<file path="src/rtl/pulse_to_gate.sv">
// -----------------------------------------------------------------------------
// pulse_to_gate
//
// Turns one-cycle trigger pulses (key-press events) into held gate levels of a
// programmable length, feeding the envelope/oscillator enables of a synth
// voice. If a trigger arrives while a gate is already high, the gate is forced
// low for a short gap. Downstream envelope logic therefore always sees a fresh
// rising edge for the new note.
//
// Parameters
//   CNT_W       width of the gate-length input and of the internal counters
//   GAP_CYCLES  low cycles inserted on a retrigger (1 .. 2^CNT_W-1)
//
// Ports
//   clk         system clock, all logic on the rising edge
//   reset       synchronous, active-high reset
//   trig        trigger pulse; each high cycle counts as a separate trigger
//   len         gate length in cycles, sampled only on edges where trig=1
//   gate        held gate level (registered)
//   gate_start  one-cycle pulse in the first high cycle of every gate
//   gate_end    one-cycle pulse in the first low cycle after a gate
//               (not produced when the gate is cut short by reset)
//   busy        high whenever the block is not idle (gate or gap in progress)
//
// Timing summary
//   A trigger sampled at edge E0 raises gate right after E0. The gate stays
//   high through the cycle that ends at edge E0+len.
//   A retrigger sampled at edge Er drops the gate right after Er. The gate
//   stays low for GAP_CYCLES cycles and rises again after Er+GAP_CYCLES,
//   using the most recent length seen during the gap. A zero length at gap
//   end returns the block to idle without raising the gate.
// -----------------------------------------------------------------------------
module pulse_to_gate #(
  parameter int CNT_W      = 16,
  parameter int GAP_CYCLES = 4
) (
  input  logic             clk,
  input  logic             reset,
  input  logic             trig,
  input  logic [CNT_W-1:0] len,
  output logic             gate,
  output logic             gate_start,
  output logic             gate_end,
  output logic             busy
);

  typedef enum logic [1:0] {
    S_IDLE = 2'd0,
    S_GATE = 2'd1,
    S_GAP  = 2'd2
  } state_t;

  localparam logic [CNT_W-1:0] GAP_LOAD = CNT_W'(GAP_CYCLES);

  // State and datapath registers.
  state_t           r_state;
  logic [CNT_W-1:0] r_cnt;       // cycles remaining in the current gate/gap
  logic [CNT_W-1:0] r_pend_len;  // length to launch when the gap finishes

  // Registered outputs.
  logic r_gate;
  logic r_gate_start;
  logic r_gate_end;
  logic r_busy;

  // Next-state values.
  state_t           w_state_nxt;
  logic [CNT_W-1:0] w_cnt_nxt;
  logic [CNT_W-1:0] w_pend_nxt;
  logic [CNT_W-1:0] w_pend_eff;  // pend_len as updated by a trigger on this edge
  logic             w_last;      // current gate/gap cycle is its final one

  // Next output values, decoded from the state transition.
  logic w_gate_nxt;
  logic w_gate_start_nxt;
  logic w_gate_end_nxt;
  logic w_busy_nxt;

  // ---------------------------------------------------------------------------
  // State register
  // ---------------------------------------------------------------------------
  // NOTE: sequential state uses non-blocking (<=) so every register samples
  // pre-edge values regardless of statement order.
  always_ff @(posedge clk) begin
    if (reset) begin
      r_state      <= S_IDLE;
      r_cnt        <= '0;
      r_pend_len   <= '0;
      r_gate       <= 1'b0;
      r_gate_start <= 1'b0;
      r_gate_end   <= 1'b0;
      r_busy       <= 1'b0;
    end else begin
      r_state      <= w_state_nxt;
      r_cnt        <= w_cnt_nxt;
      r_pend_len   <= w_pend_nxt;
      r_gate       <= w_gate_nxt;
      r_gate_start <= w_gate_start_nxt;
      r_gate_end   <= w_gate_end_nxt;
      r_busy       <= w_busy_nxt;
    end
  end

  // ---------------------------------------------------------------------------
  // Next-state logic
  // ---------------------------------------------------------------------------
  // The counter is loaded with the number of cycles to spend in GATE or GAP.
  // A count of 1 marks the final cycle. It is never decremented past 1, so a
  // length of 2^CNT_W-1 cannot wrap. The "<= 1" compare also makes a stray
  // zero count exit instead of hanging.
  assign w_last = (r_cnt <= CNT_W'(1));

  // A trigger on the gap's final edge still counts as "latest wins".
  assign w_pend_eff = trig ? len : r_pend_len;

  // NOTE: every signal written here receives a default first, so no path can
  // leave one unassigned and infer a latch.
  always_comb begin
    w_state_nxt = r_state;
    w_cnt_nxt   = r_cnt;
    w_pend_nxt  = r_pend_len;

    unique case (r_state)
      S_IDLE: begin
        // A zero-length trigger from idle is ignored outright.
        if (trig && (len != '0)) begin
          w_state_nxt = S_GATE;
          w_cnt_nxt   = len;
        end
      end

      S_GATE: begin
        // A retrigger wins over expiry, even on the final gate cycle.
        // A zero length is still accepted here: the gap is inserted
        // and the block then falls back to idle.
        if (trig) begin
          w_state_nxt = S_GAP;
          w_cnt_nxt   = GAP_LOAD;
          w_pend_nxt  = len;
        end else if (w_last) begin
          w_state_nxt = S_IDLE;
          w_cnt_nxt   = '0;
        end else begin
          w_cnt_nxt   = r_cnt - CNT_W'(1);
        end
      end

      S_GAP: begin
        // Triggers only update the pending length; the gap is not restarted.
        w_pend_nxt = w_pend_eff;
        if (w_last) begin
          w_pend_nxt = '0;
          if (w_pend_eff != '0) begin
            w_state_nxt = S_GATE;
            w_cnt_nxt   = w_pend_eff;
          end else begin
            w_state_nxt = S_IDLE;
            w_cnt_nxt   = '0;
          end
        end else begin
          w_cnt_nxt = r_cnt - CNT_W'(1);
        end
      end

      default: begin
        w_state_nxt = S_IDLE;
        w_cnt_nxt   = '0;
        w_pend_nxt  = '0;
      end
    endcase
  end

  // ---------------------------------------------------------------------------
  // Output decode
  // ---------------------------------------------------------------------------
  // Outputs are computed from the next state and registered alongside it, so
  // the pulses line up exactly with the edges of the registered gate. Reset
  // clears everything directly, which is why a reset never produces gate_end.
  always_comb begin
    w_gate_nxt       = (w_state_nxt == S_GATE);
    w_gate_start_nxt = w_gate_nxt && !r_gate;
    w_gate_end_nxt   = r_gate && !w_gate_nxt;
    w_busy_nxt       = (w_state_nxt != S_IDLE);
  end

  assign gate       = r_gate;
  assign gate_start = r_gate_start;
  assign gate_end   = r_gate_end;
  assign busy       = r_busy;

endmodule

</file>
<file path="config.mk">
export PLATFORM = sky130hd
export DESIGN_NAME = pulse_to_gate
export DESIGN_NICKNAME = d
export VERILOG_FILES = /design/src/rtl/pulse_to_gate.sv
export SDC_FILE = /design/constraint.sdc
export NUM_CORES = 1
export LEC_CHECK = 0
export BUFFER_PORTS_ARGS = -buffer_cell sky130_fd_sc_hd__clkbuf_2
export CAP_MARGIN = 25
export CELL_PAD_IN_SITES_DETAIL_PLACEMENT = 1
export CELL_PAD_IN_SITES_GLOBAL_PLACEMENT = 1
export CORE_ASPECT_RATIO = 0.6
export CORE_MARGIN = 10
export CORE_UTILIZATION = 48
export CTS_CLUSTER_SIZE = 12
export DETAILED_ROUTE_END_ITERATION = 10
export PLACE_DENSITY = 0.93
export SLEW_MARGIN = 20
export SYNTH_ARGS = -nofsm -noshare
export SYNTH_HDL_FRONTEND = slang
export SYNTH_SLANG_ARGS = --single-unit
</file>
<file path="constraint.sdc">
create_clock -name clk -period 6.3 [get_ports clk]
set_clock_uncertainty 0.1 [all_clocks]
set_input_delay 1.575 -clock clk [delete_from_list [all_inputs] [get_ports clk]]
set_output_delay 1.575 -clock clk [all_outputs]
set_load 0.005 [all_outputs]
</file>
**After elaboration in Yosys (flattened, before gate mapping)**

Cells that the tools add are included.

- Register bits after elaboration: 38
- Latch bits: 0
- Memory bits (writable): 0
- ROM bits: 0
- Bits of input ports: 19
- Output and inout bits: 4
- Word-level logic and storage cells: 37
- Memories: 0

- $add $sub $neg: 1
- Multipliers: 0
- Divide/modulo/power cells: 0
- Order comparisons: 1
- Equal/unequal tests: 4
- Shift-type cells: 0
- Muxes and demuxes: 15
- Bitwise logic cells: 0
- Reductions and logical operators: 9

Operators by type and width:

| kind | count |
|---|---|
| two-way mux 16 bit | 7 |
| case mux 16 bit (3 select lines) | 2 |
| nonzero test 16 bit | 2 |
| less-or-equal comparator 16 x 1 -> 1 bit (second input constant) | 1 |
| subtractor 16 x 1 -> 16 bit (second input constant) | 1 |
| two-way mux 2 bit | 4 |
| case mux 2 bit (3 select lines) | 1 |
| == test 2 x 1 -> 1 bit (second input constant) | 2 |
| logical AND 1 bit | 3 |
| == test 2 bit (second input constant) | 1 |
| logical NOT 1 bit | 2 |
| logical NOT 2 bit | 1 |
| inequality test 2 bit (second input constant) | 1 |
| nonzero test 2 bit | 1 |
| two-way mux 1 bit | 1 |

**Logic depth before layout (Yosys ltp)**

Gate-level depths: netlist of run 1.

- Word-level depth: 8
- Mapped depth: 9
- Mapped depth without buffers: 8

**Worst setup path after synthesis of run 1**

OpenSTA, ideal clock, no wires.

- Path type: input to register
- From: input len[1]
- To: register r_cnt[5]
- Data arrival time: 2.916 ns
- Required time: 6.077 ns
- Slack: 3.161 ns
- Stages: 6
- Path buffers: 0
- Path through: nor4_1 -> nand4_1 -> a21oi_1 -> nor2_1 -> a31o_2 -> o2bb2ai_1

- Cells in the longest elaborated chain, start to end: 5
- Elaborated cells on any way between the ends: 8
- Those cells by class: 1 x eq/ne; 4 x mux; 3 x reduce/logical

RTL lines:

| item | RTL line | text |
|---|---|---|
| start: declaration | 40 | `input logic [CNT_W-1:0] len,` |
| two-way mux 16 bit | -- |  |
| nonzero test 16 bit | 153 | `if (w_pend_eff != '0) begin` |
| two-way mux 16 bit | 153 |  |
| two-way mux 16 bit | 151 | `if (w_last) begin` |
| case mux 16 bit (3 select lines) | 123 | `unique case (r_state)` |
| end signal: assignment | 95 | `r_cnt <= w_cnt_nxt;` |
| end: declaration | 57 | `logic [CNT_W-1:0] r_cnt;` |

Several ways; a longest one is shown, not always the timed one.
A chain may end at the register's enable or synchronous reset.

**Final worst setup path of run 1**

Ends and elaborated chain as after synthesis.

==> results of run 1 <==
-- logic make-up (layout without fill, tap and decap cells) --
family	count (synthesis)	count (layout)	share of synthesized area [%]
AO/OA/AOI/OAI	88	88	30.79
multiplexers	13	13	5.929
buffers and inverters	22	41	4.903
flip-flops	38	38	34.66
AND/OR/NAND/NOR	74	74	17.50
adder cells (fa/ha/maj)	6	6	3.421
XOR/XNOR	7	7	2.794
-- stage by stage --
step | instances | cell area, um2 | total power, mW
after CTS | 327 | 2397 | 0.6451
final | 327 | 2397 | 0.6473
after detailed placement | 320 | 2321 | 0.4809
after global placement | 320 | 2321 | 0.4740
after floorplan | 248 | 2195 | 0.4216
after global routing | 327 | 2397 | 0.6785
-- critical path, delay by kind of cell --
kind / cells / cell delay, ns
AOI/OAI and AO/OA: 3 / 0.99
buffers and inverters: 1 / 0.11
and+or+nand+nor: 3 / 1.07
-- flip-flops by register name (all words and copies together) (netlist names) --
name	count
busy	1
gate	1
gate_end	1
gate_start	1
r_cnt	16
r_pend_len	16
r_state	2
-- cell type report --
type / count / area (um2) / area share [%]
Sequential cell: 38 / 760.7 / 31.73
Clock buffer: 7 / 76.32 / 3.184
Tap cell: 60 / 75.07 / 3.132
Multi-Input combinational cell: 188 / 1326 / 55.32
Timing Repair Buffer: 23 / 117.6 / 4.906
Inverter: 11 / 41.29 / 1.722
-- worst max path at each step --
stage | end | cells after the start
after floorplan | r_cnt[5] | 6
after global placement | r_cnt[5] | 7
after detailed placement | r_cnt[5] | 7
after CTS | r_cnt[5] | 7
after global routing | r_cnt[5] | 7
final | r_cnt[5] | 7
-- per-layer routing --
| layer | vias up | global-route usage (%) |
|---|---|---|
| met5 | - | 0 |
| met4 | 0 | 6.129 |
| met3 | 16 | 5.820 |
| met2 | 109 | 29.22 |
| met1 | 1049 | 25.44 |
| li1 | 983 | - |
-- power by group through the flow --
stage          clock network, mW  registers, mW  logic (mW)
6_report                   0.163          0.283       0.201
2_1_floorplan                  0          0.280       0.142
5_1_grt                    0.175          0.285       0.218
3_5_place_dp                   0          0.287       0.194
4_1_cts                    0.167          0.282       0.197
3_3_place_gp                   0          0.285       0.189
-- placed cells by master, fill, tap and decap left out, drive strengths merged, types with 3 or more instances in the layout --
cell     n
a21o     3
a21oi   12
a221oi   3
a22o    15
clkbuf  29
dfxtp   38
ha       6
inv     10
mux2i   13
nand2   17
nand3    6
nor2    25
nor3     4
nor4    10
o211ai   3
o21ai   18
o221a    4
o22ai    3
xnor2    3
xor2     4
==> metrics.yaml, run 1 <==
status: "finished clean"
synthTopCellsByCount: "38 x dfxtp_1, 25 x nor2_1, 17 x nand2_1, 17 x o21ai_0, 15 x a22o_1"
p_sw_mw: 0.2370
clockBufferDepth: 2
pwr-share-seq_pct: 43.7
cts_made_buffers: 5
finalWorstSetupSlack_ns: 2.629
yosysTopAreaCell: "dfxtp_1"
clock_latency_ns: 0.30
finalMaxSlewViolations: 0
end_kind: "register"
postSynthCellCount: 248
initial_utilization_pct: 51.56
post-route-util_pct: 56.32
ir_drop_v: 0.0001607
r2r_slack_ns: 3.43
p_comb_share_pct: 31.1
r2r_start: "r_state[0]"
fp.dieW_um: 107.3
clk_pin_slew_ns: 0.07
synthFlopType: "dfxtp_1"
rows: 18
hp-start: "gate"
grt_overflow_total: 0
syn_to_final_growth_pct: 9.236
p_int_mw: 0.4103
postCtsSetupBuffers: 0
cap_violations: 0
slowest_stage: "a21oi_1"
required_ns: 6.37
tightest_slew_ns: 0.9253
synth-edff-count: 0
place_congestion: 0.9690
r2r_cells: 7
grt_max_degree: 24
core_area_um2: 4257
ant_nets: 0
wl_per_cell_um: 22.64
critPathMaxStageDelay_ns: 0.55
critical_path.cell_chain: "clkbuf_2 > nor4_1 > nand4_1 > a21oi_1 > nor2_1 > a31o_2 > o2bb2ai_1"
htree_levels: 2
netlist_area_um2: 2195
hold_depth: 1
setup_tns_ns: 0
pre_cts_slack_ns: 2.494
swShare_pct: 36.61
die_h_um: 72.38
drtIter0Drc: 237
antenna_found_initial: 0
whs_endpoint: "gate_start"
maxSlewHeadroom_pct: 38.31
grt_pass1_wl_mm: 11.84
cts_resized: 0
critPathLaunch: "len[1]"
io_pins: 23
fin_hold_ws_ns: 0.3733
path_max_fanout: 7
dr_wl_met3_um: 752
synth_fp_nets: 273
rsz0062_at_grt: "no"
fill_cells: 505
synthArstFlopShare_pct: 0
drive_gt1_share_pct: 16.48
setup_viol: 0
worstPathArrival_ns: 3.74
met1Wirelength_mm: 3.349
grt_usage_pct: 19.25
dr.max_layer_used: "met4"
dp_hpwl_mm: 5.698
ys_seq_elements: 38
dr_wl_met2_mm: 3.164
cts_root_buffer: "clkbuf_8"
hold_viol_final: 0
synth_top_cell_area_share_pct: 34.66
yosys-top-cells-area: "dfxtp_1 35%, a22o_1 6.0%, mux2i_1 5.9%, nor2_1 4.3%, o21ai_0 3.9%"
numClockSinks: 38
yosysMostFrequentCell: "dfxtp_1"
vias: 2157
antennaDiodeCount: 0
worstSetupPathType: "in -> reg"
reg2reg_to: "r_cnt[5]"
dr.pass1.iters: 4
p_leak_nw: 0.9495
route.detailed.drc: 0
io_buffers: 22
postRouteWirelength_mm: 7.402
postSynthAreaPerCell_um2: 8.849
synth_sequential_area_ratio_pct: 34.66
power.share.clock_pct: 25.2
cts_tree: "yes"
drt-vias-per-instance: 6.596
yosysWarnings: 0
final_nets: 292
min_period_ns: 3.671
min_period_over_period_pct: 58.27
max_freq_mhz: 272.4
die_area_um2: 7765
ys_types: 60
hold_class: "reg -> reg"
holdBufCountCts: 0
start_kind: "primary input"
grt_pass1_vias: 2192
power_density_nw_per_um2: 270.0
Power figures use the tool's default switching activity.
==> inputs of run 2 (changes only) <==
Settings changed: ABC_AREA set to 1, CORE_UTILIZATION 48 to 43, PLACE_DENSITY 0.93 to 0.9.
Clock period 6.3 ns to 3.65 ns, I/O delays scaled along.
==> run 2 against run 1 <==
Effect of this change: register-to-register slack worse by 2.1 ns; via count up 48%; critical endpoint is now busy; critical path type unchanged; routed wire length up 32%; largest power group is now combinational logic; count of clock-buffer cells in the layout fell by 1; final cell count grew 83%; largest cell class unchanged; die area increased by 44%; setup slack got worse by 1.5 ns; area after synthesis increased by 42%; combinational power grew to 3.5 times the previous value; design area is 39% higher; first-iteration DRC count fell by 16%; sequential cell count stayed put.
==> metrics.yaml, run 2 <==
status: "finished clean"
multi_input_area_um2: 2002  # +51%
synth-edff-count: 0  # unchanged
cap_violations: 0  # unchanged
yosysTopAreaCell: "nand2_1"
p_sw_mw: 0.7118  # +200%
synthFlopType: "dfxtp_1"
route.detailed.drc: 0  # unchanged
synth_top_family_by_area: "simple AND/OR/NAND/NOR gates"
initial_utilization_pct: 45.40  # -6.2 points
ys_types: 33  # -45%
postRouteWirelength_mm: 9.734  # +32%
start_kind: "primary input"
synthAdderAreaFrac_pct: 2.414  # -1.0 points
clockBufferDepth: 2  # unchanged
max_freq_mhz: 395.2
reg2reg_to: "r_cnt[14]"
crit_path_frequent_cell: "nand2_1"
cts_resized: 0  # unchanged
htree_levels: 2  # unchanged
synthArstFlopShare_pct: 0  # unchanged
synthSimpleGateAreaFrac_pct: 48.57  # +31 points
yosysWarnings: 0  # unchanged
dr.pass1.iters: 4  # unchanged
pwr-share-seq_pct: 29.8  # -14 points
synth_sequential_area_ratio_pct: 24.47  # -10 points
r2r_cells: 11  # +4
wl_per_cell_um: 16.28  # -28%
pre_cts_slack_ns: 0.8815  # -1.612 ns
netlist_area_um2: 3109  # +42%
io_buffers: 22  # unchanged
synthTopCellsByCount: "204 x nand2_1, 46 x nor2_1, 45 x inv_1"
antenna_found_initial: 0  # unchanged
postSynthAreaPerCell_um2: 6.231  # -30%
fin_hold_ws_ns: 0.3668  # -0.006478 ns
grt_usage_pct: 17.80  # -1.4 points
rsz0062_at_grt: "no"
syn_to_final_growth_pct: 7.364
synth_compound_area_share_pct: 11.43  # -19 points
tightest_slew_ns: 0.7379  # -0.1875 ns
min_period_over_period_pct: 69.33
cts_made_buffers: 5  # unchanged
whs_endpoint: "gate_start"
swShare_pct: 43.21  # +6.6 points
synth_top_cell_area_share_pct: 24.63  # -10 points
min_period_ns: 2.530
drive_gt1_share_pct: 20.74  # +4.3 points
post-route-util_pct: 48.74  # -7.6 points
setup_viol: 0  # unchanged
cts_tree: "yes"
hp-start: "gate"
drt-vias-per-instance: 5.321  # -19%
numClockSinks: 38  # unchanged
place_congestion: 0.8645  # -11%
core_area_um2: 6849  # +61%
worstPathArrival_ns: 2.59  # -1.15 ns
die_h_um: 85.87  # +19%
r2r_slack_ns: 1.30  # -2.13 ns
end_kind: "register"
postCtsSetupBuffers: 0  # unchanged
hold_viol_final: 0  # unchanged
placed_area_um2: 3187  # +37%
stdcell_count: 598  # +83%
finalMaxSlewViolations: 0  # unchanged
slowest_stage: "clkbuf_2"
synthMuxAreaShare_pct: 0  # -5.9 points
final_cell_mix: "204 x nand2_1, 46 x nor2_1, 45 x inv_1, 41 x nand3_1, 38 x dfxtp_1"
holdBufCountCts: 0  # unchanged
maxSlewHeadroom_pct: 50.62  # +12 points
yosys-top-cells-area: "nand2_1 25%, dfxtp_1 24%, a21oi_2 7.3%, nand3_1 6.6%, nor2_1 5.6%"
r2r_start: "r_cnt[0]"
clk_pin_slew_ns: 0.06  # about the same
ir_drop_v: 0.0002027  # +26%
top_regs: "r_cnt x16, r_pend_len x16, r_state x2"
path_max_fanout: 19  # +12
fill_cells: 960  # +90%
p_int_mw: 0.9356  # +130%
vias: 3182  # +48%
critPathMaxStageDelay_ns: 0.39  # -0.16 ns
ant_nets: 0  # unchanged
finalWorstSetupSlack_ns: 1.120  # -1.509 ns
setup_tns_ns: 0  # unchanged
placed_cells: 590  # +84%
drtIter0Drc: 200  # -16%
layout_commonest_cell: "nand2_1"
synth_fp_nets: 524  # +92%
power.total_mw: 1.647  # +150%
fp.dieW_um: 129.8  # +21%
worstSetupPathType: "in -> reg"
rows: 23  # +5
grt_overflow_total: 0  # unchanged
synth_xor_area_share_pct: 1.972  # -0.82 points
required_ns: 3.71  # -2.66 ns
grt_pass1_vias: 3352  # +53%
die_area_um2: 11140  # +44%
postSynthCellCount: 499  # +100%
critical_path.cell_chain: "clkbuf_2 > inv_4 > nand2_1 > nand2_1 > nor2_1 > nand2_1 > nor2_1 > nand3_1 > nand3_1 > nand2_1 > nand2_1 > o21ai_1"
p_comb_share_pct: 42.2  # +11 points
final_nets: 535  # +83%
hold_depth: 1  # unchanged
yosysMostFrequentCell: "nand2_1"
fin_area_um2: 3338  # +39%
clock_latency_ns: 0.29  # about the same
dp_hpwl_mm: 7.248  # +27%
cts_root_buffer: "clkbuf_16"
power.share.clock_pct: 27.9  # +2.7 points
grt_pass1_wl_mm: 16.20  # +37%
antennaDiodeCount: 0  # unchanged
power_density_nw_per_um2: 493.5  # +83%
final-seq-area_um2: 760.7  # unchanged
grt_max_degree: 35  # +46%
ys_seq_elements: 38  # unchanged
io_pins: 23  # unchanged
p_leak_nw: 1.552  # +63%
hold_class: "reg -> reg"
run 2: worst max-delay path by stage:
stage	start	end	slack, ns	depth (start not counted)
finish	trig	busy	1.12	12
detailed placement	trig	busy	0.88	12
global route	trig	busy	0.90	12
floorplan	trig	busy	1.56	12
CTS	trig	busy	1.17	12
global placement	trig	busy	1.02	12
run 2: final cells by class:
class	instances	area share (%)
Clock inverter	2	0.3748
Timing Repair Buffer	25	3.973
Sequential cell	38	22.79
Tap cell	87	3.261
Clock buffer	6	4.160
Multi-Input combinational cell	392	59.97
Inverter	48	5.472
run 2: power groups by stage:
stage	registers (mW)	logic [mW]	clock network, mW
after CTS	0.491	0.692	0.466
final	0.491	0.696	0.460
after floorplan	0.489	0.560	0
after detailed placement	0.499	0.685	0
after global routing	0.496	0.777	0.488
after global placement	0.497	0.653	0
run 2: critical path: cells and delay by family:
kind                   cells  cell delay [ns]
AO/OA/AOI/OAI              1             0.06
buffers and inverters      2             0.57
AND/OR/NAND/NOR            9             1.03
run 2: metal layers:
layer | global-route usage, % | part of all wire, % | vias to the layer above
met5 | 0 | 0 | -
met4 | 5.589 | 1.5 | 0
met3 | 3.688 | 4.3 | 14
met2 | 29.33 | 46 | 52
met1 | 22.76 | 48 | 1554
li1 | - | - | 1562
run 2: cell families after synthesis:
kind of cell	Yosys count
compound gates	42
fa+ha+maj	6
flops	38
simple gates	337
buf+inv	69
xor+xnor	7
==> inputs of run 3 (changes only) <==
Clock period 3.65 ns to 2.5 ns, I/O delays scaled along.
==> run 3 against run 2 <==
Effect of this change: critical path depth down 2; sequential share of layout area down 0.34 points; design area up 1.5%; non-clock buffer count up 5; final cell count up 0.84%; core utilization up 0.73 points; clock power up 43%; total power up 46%; worst hold slack worse by 0.020 ns; combinational power up 48%; via count down 1.5%; global-route usage about the same; largest cell class unchanged; highest routed layer unchanged.
==> metrics.yaml, run 3 (synthesized netlist as in run 2, its figures left out) <==
clockBufferDepth: 2  # unchanged
slowest_stage: "dfxtp_1"
io_buffers: 22  # unchanged
p_comb_share_pct: 42.9  # +0.7 points
start_kind: "register"
postCtsSetupBuffers: 0  # unchanged
holdBufCountCts: 0  # unchanged
hold_viol_final: 0  # unchanged
rows: 23  # unchanged
finalMaxSlewViolations: 0  # unchanged
die_area_um2: 11140  # unchanged
path_max_fanout: 16  # -3
cts_root_buffer: "clkbuf_16"
post-route-util_pct: 49.47  # +0.73 points
layout_commonest_cell: "nand2_1"
placed_cells: 595  # +0.85%
ir_drop_v: 0.0002931  # +45%
finalWorstSetupSlack_ns: 0.3625  # -0.7571 ns
fp.dieW_um: 129.8  # unchanged
final_nets: 540  # +0.93%
core_area_um2: 6849  # unchanged
drt-vias-per-instance: 5.199  # -2.3%
required_ns: 2.61  # -1.10 ns
placed_area_um2: 3237  # +1.6%
die_h_um: 85.87  # unchanged
io_pins: 23  # unchanged
top_regs: "r_cnt x16, r_pend_len x16, r_state x2"
critical_path.cell_chain: "inv_1 > ha_1 > o21ai_0 > nor2_2 > nand3_4 > nand2_4 > a21oi_4 > buf_4 > nand2_1 > a21oi_1"
grt_pass1_wl_mm: 16.12  # -0.51%
cap_violations: 0  # unchanged
grt_pass1_vias: 3296  # -1.7%
min_period_over_period_pct: 85.50
fin_hold_ws_ns: 0.3463  # -0.02048 ns
critPathMaxStageDelay_ns: 0.42  # +0.03 ns
maxSlewHeadroom_pct: 55.57  # +4.9 points
power.share.clock_pct: 27.4  # -0.5 points
clock_latency_ns: 0.28  # about the same
multi_input_area_um2: 2002  # unchanged
grt_overflow_total: 0  # unchanged
grt_max_degree: 31  # -11%
wl_per_cell_um: 16.04  # -1.5%
drtIter0Drc: 198  # -1.0%
clk_pin_slew_ns: 0.06  # about the same
numClockSinks: 38  # unchanged
vias: 3135  # -1.5%
place_congestion: 0.9241  # +6.9%
fin_area_um2: 3388  # +1.5%
setup_viol: 0  # unchanged
r2r_cells: 10  # -1
worstPathArrival_ns: 2.25  # -0.34 ns
antenna_found_initial: 0  # unchanged
p_leak_nw: 1.581  # +1.9%
cts_made_buffers: 5  # unchanged
cts_resized: 0  # unchanged
max_freq_mhz: 467.8
end_kind: "register"
fill_cells: 956  # -0.42%
worstSetupPathType: "reg -> reg"
route.detailed.drc: 0  # unchanged
postRouteWirelength_mm: 9.670  # -0.66%
syn_to_final_growth_pct: 8.974
dr.pass1.iters: 4  # unchanged
final_cell_mix: "204 x nand2_1, 46 x nor2_1, 45 x inv_1, 41 x nand3_1, 38 x dfxtp_1"
drive_gt1_share_pct: 21.51  # +0.77 points
power.total_mw: 2.408  # +46%
setup_tns_ns: 0  # unchanged
min_period_ns: 2.138
status: "finished clean"
final-seq-area_um2: 760.7  # unchanged
hold_class: "reg -> reg"
antennaDiodeCount: 0  # unchanged
rsz0062_at_grt: "no"
ant_nets: 0  # unchanged
cts_tree: "yes"
grt_usage_pct: 17.84  # +0.041 points
dp_hpwl_mm: 7.442  # +2.7%
pre_cts_slack_ns: 0.3245  # -0.5569 ns
power_density_nw_per_um2: 710.7  # +44%
pwr-share-seq_pct: 29.8  # about the same
initial_utilization_pct: 45.40  # unchanged
swShare_pct: 42.73  # -0.48 points
p_int_mw: 1.379  # +47%
htree_levels: 2  # unchanged
hold_depth: 1  # unchanged
stdcell_count: 603  # +0.84%
p_sw_mw: 1.029  # +45%
tightest_slew_ns: 0.6665  # -0.07144 ns
-- run 3: cell count changes in the layout (fill, tap and decap cells not counted) --
cell    previous run  this run
buf_12             0         1
buf_4              3         7
-- run 3: final timing paths --
path                                from             end  slack (ns)
worst max register to register  r_cnt[0]  r_pend_len[14]        0.36
worst max-delay path            r_cnt[0]  r_pend_len[14]        0.36
worst min-delay path                gate      gate_start        0.35
worst min register to register      gate      gate_start        0.35
-- run 3: final cells by class --
cell class,count,share of cell area [%]
multi-input combinational,392,59.08
sequential,38,22.45
timing repair buffer,30,5.391
inverter,48,5.391
clock buffer,6,4.099
tap,87,3.213
clock inverter,2,0.3693
-- run 3: critical path: cells and delay by family (launching register included) --
| family | cells | cell delay (ns) |
|---|---|---|
| buffers and inverters | 2 | 0.37 |
| adders and majority gates | 1 | 0.30 |
| and+or+nand+nor | 4 | 0.37 |
| AOI/OAI and AO/OA | 3 | 0.49 |
| DFF | 1 | 0.42 |
-- run 3: metal layers --
layer | GRT usage, % | part of all wire, % | routed length (um)
met5 | 0 | 0 | 0
met3 | 3.196 | 4.2 | 409
met2 | 30.02 | 47 | 4517
met1 | 23.27 | 48 | 4658
met4 | 3.760 | 0.87 | 84
-- run 3: power by group through the flow --
stage / Clock (mW) / Combinational (mW) / Sequential, mW
after global routing: 0.701 / 1.15 / 0.725
after detailed placement: 0 / 1.02 / 0.728
after CTS: 0.670 / 1.03 / 0.715
after floorplan: 0 / 0.817 / 0.715
final: 0.660 / 1.03 / 0.717
after global placement: 0 / 0.966 / 0.726
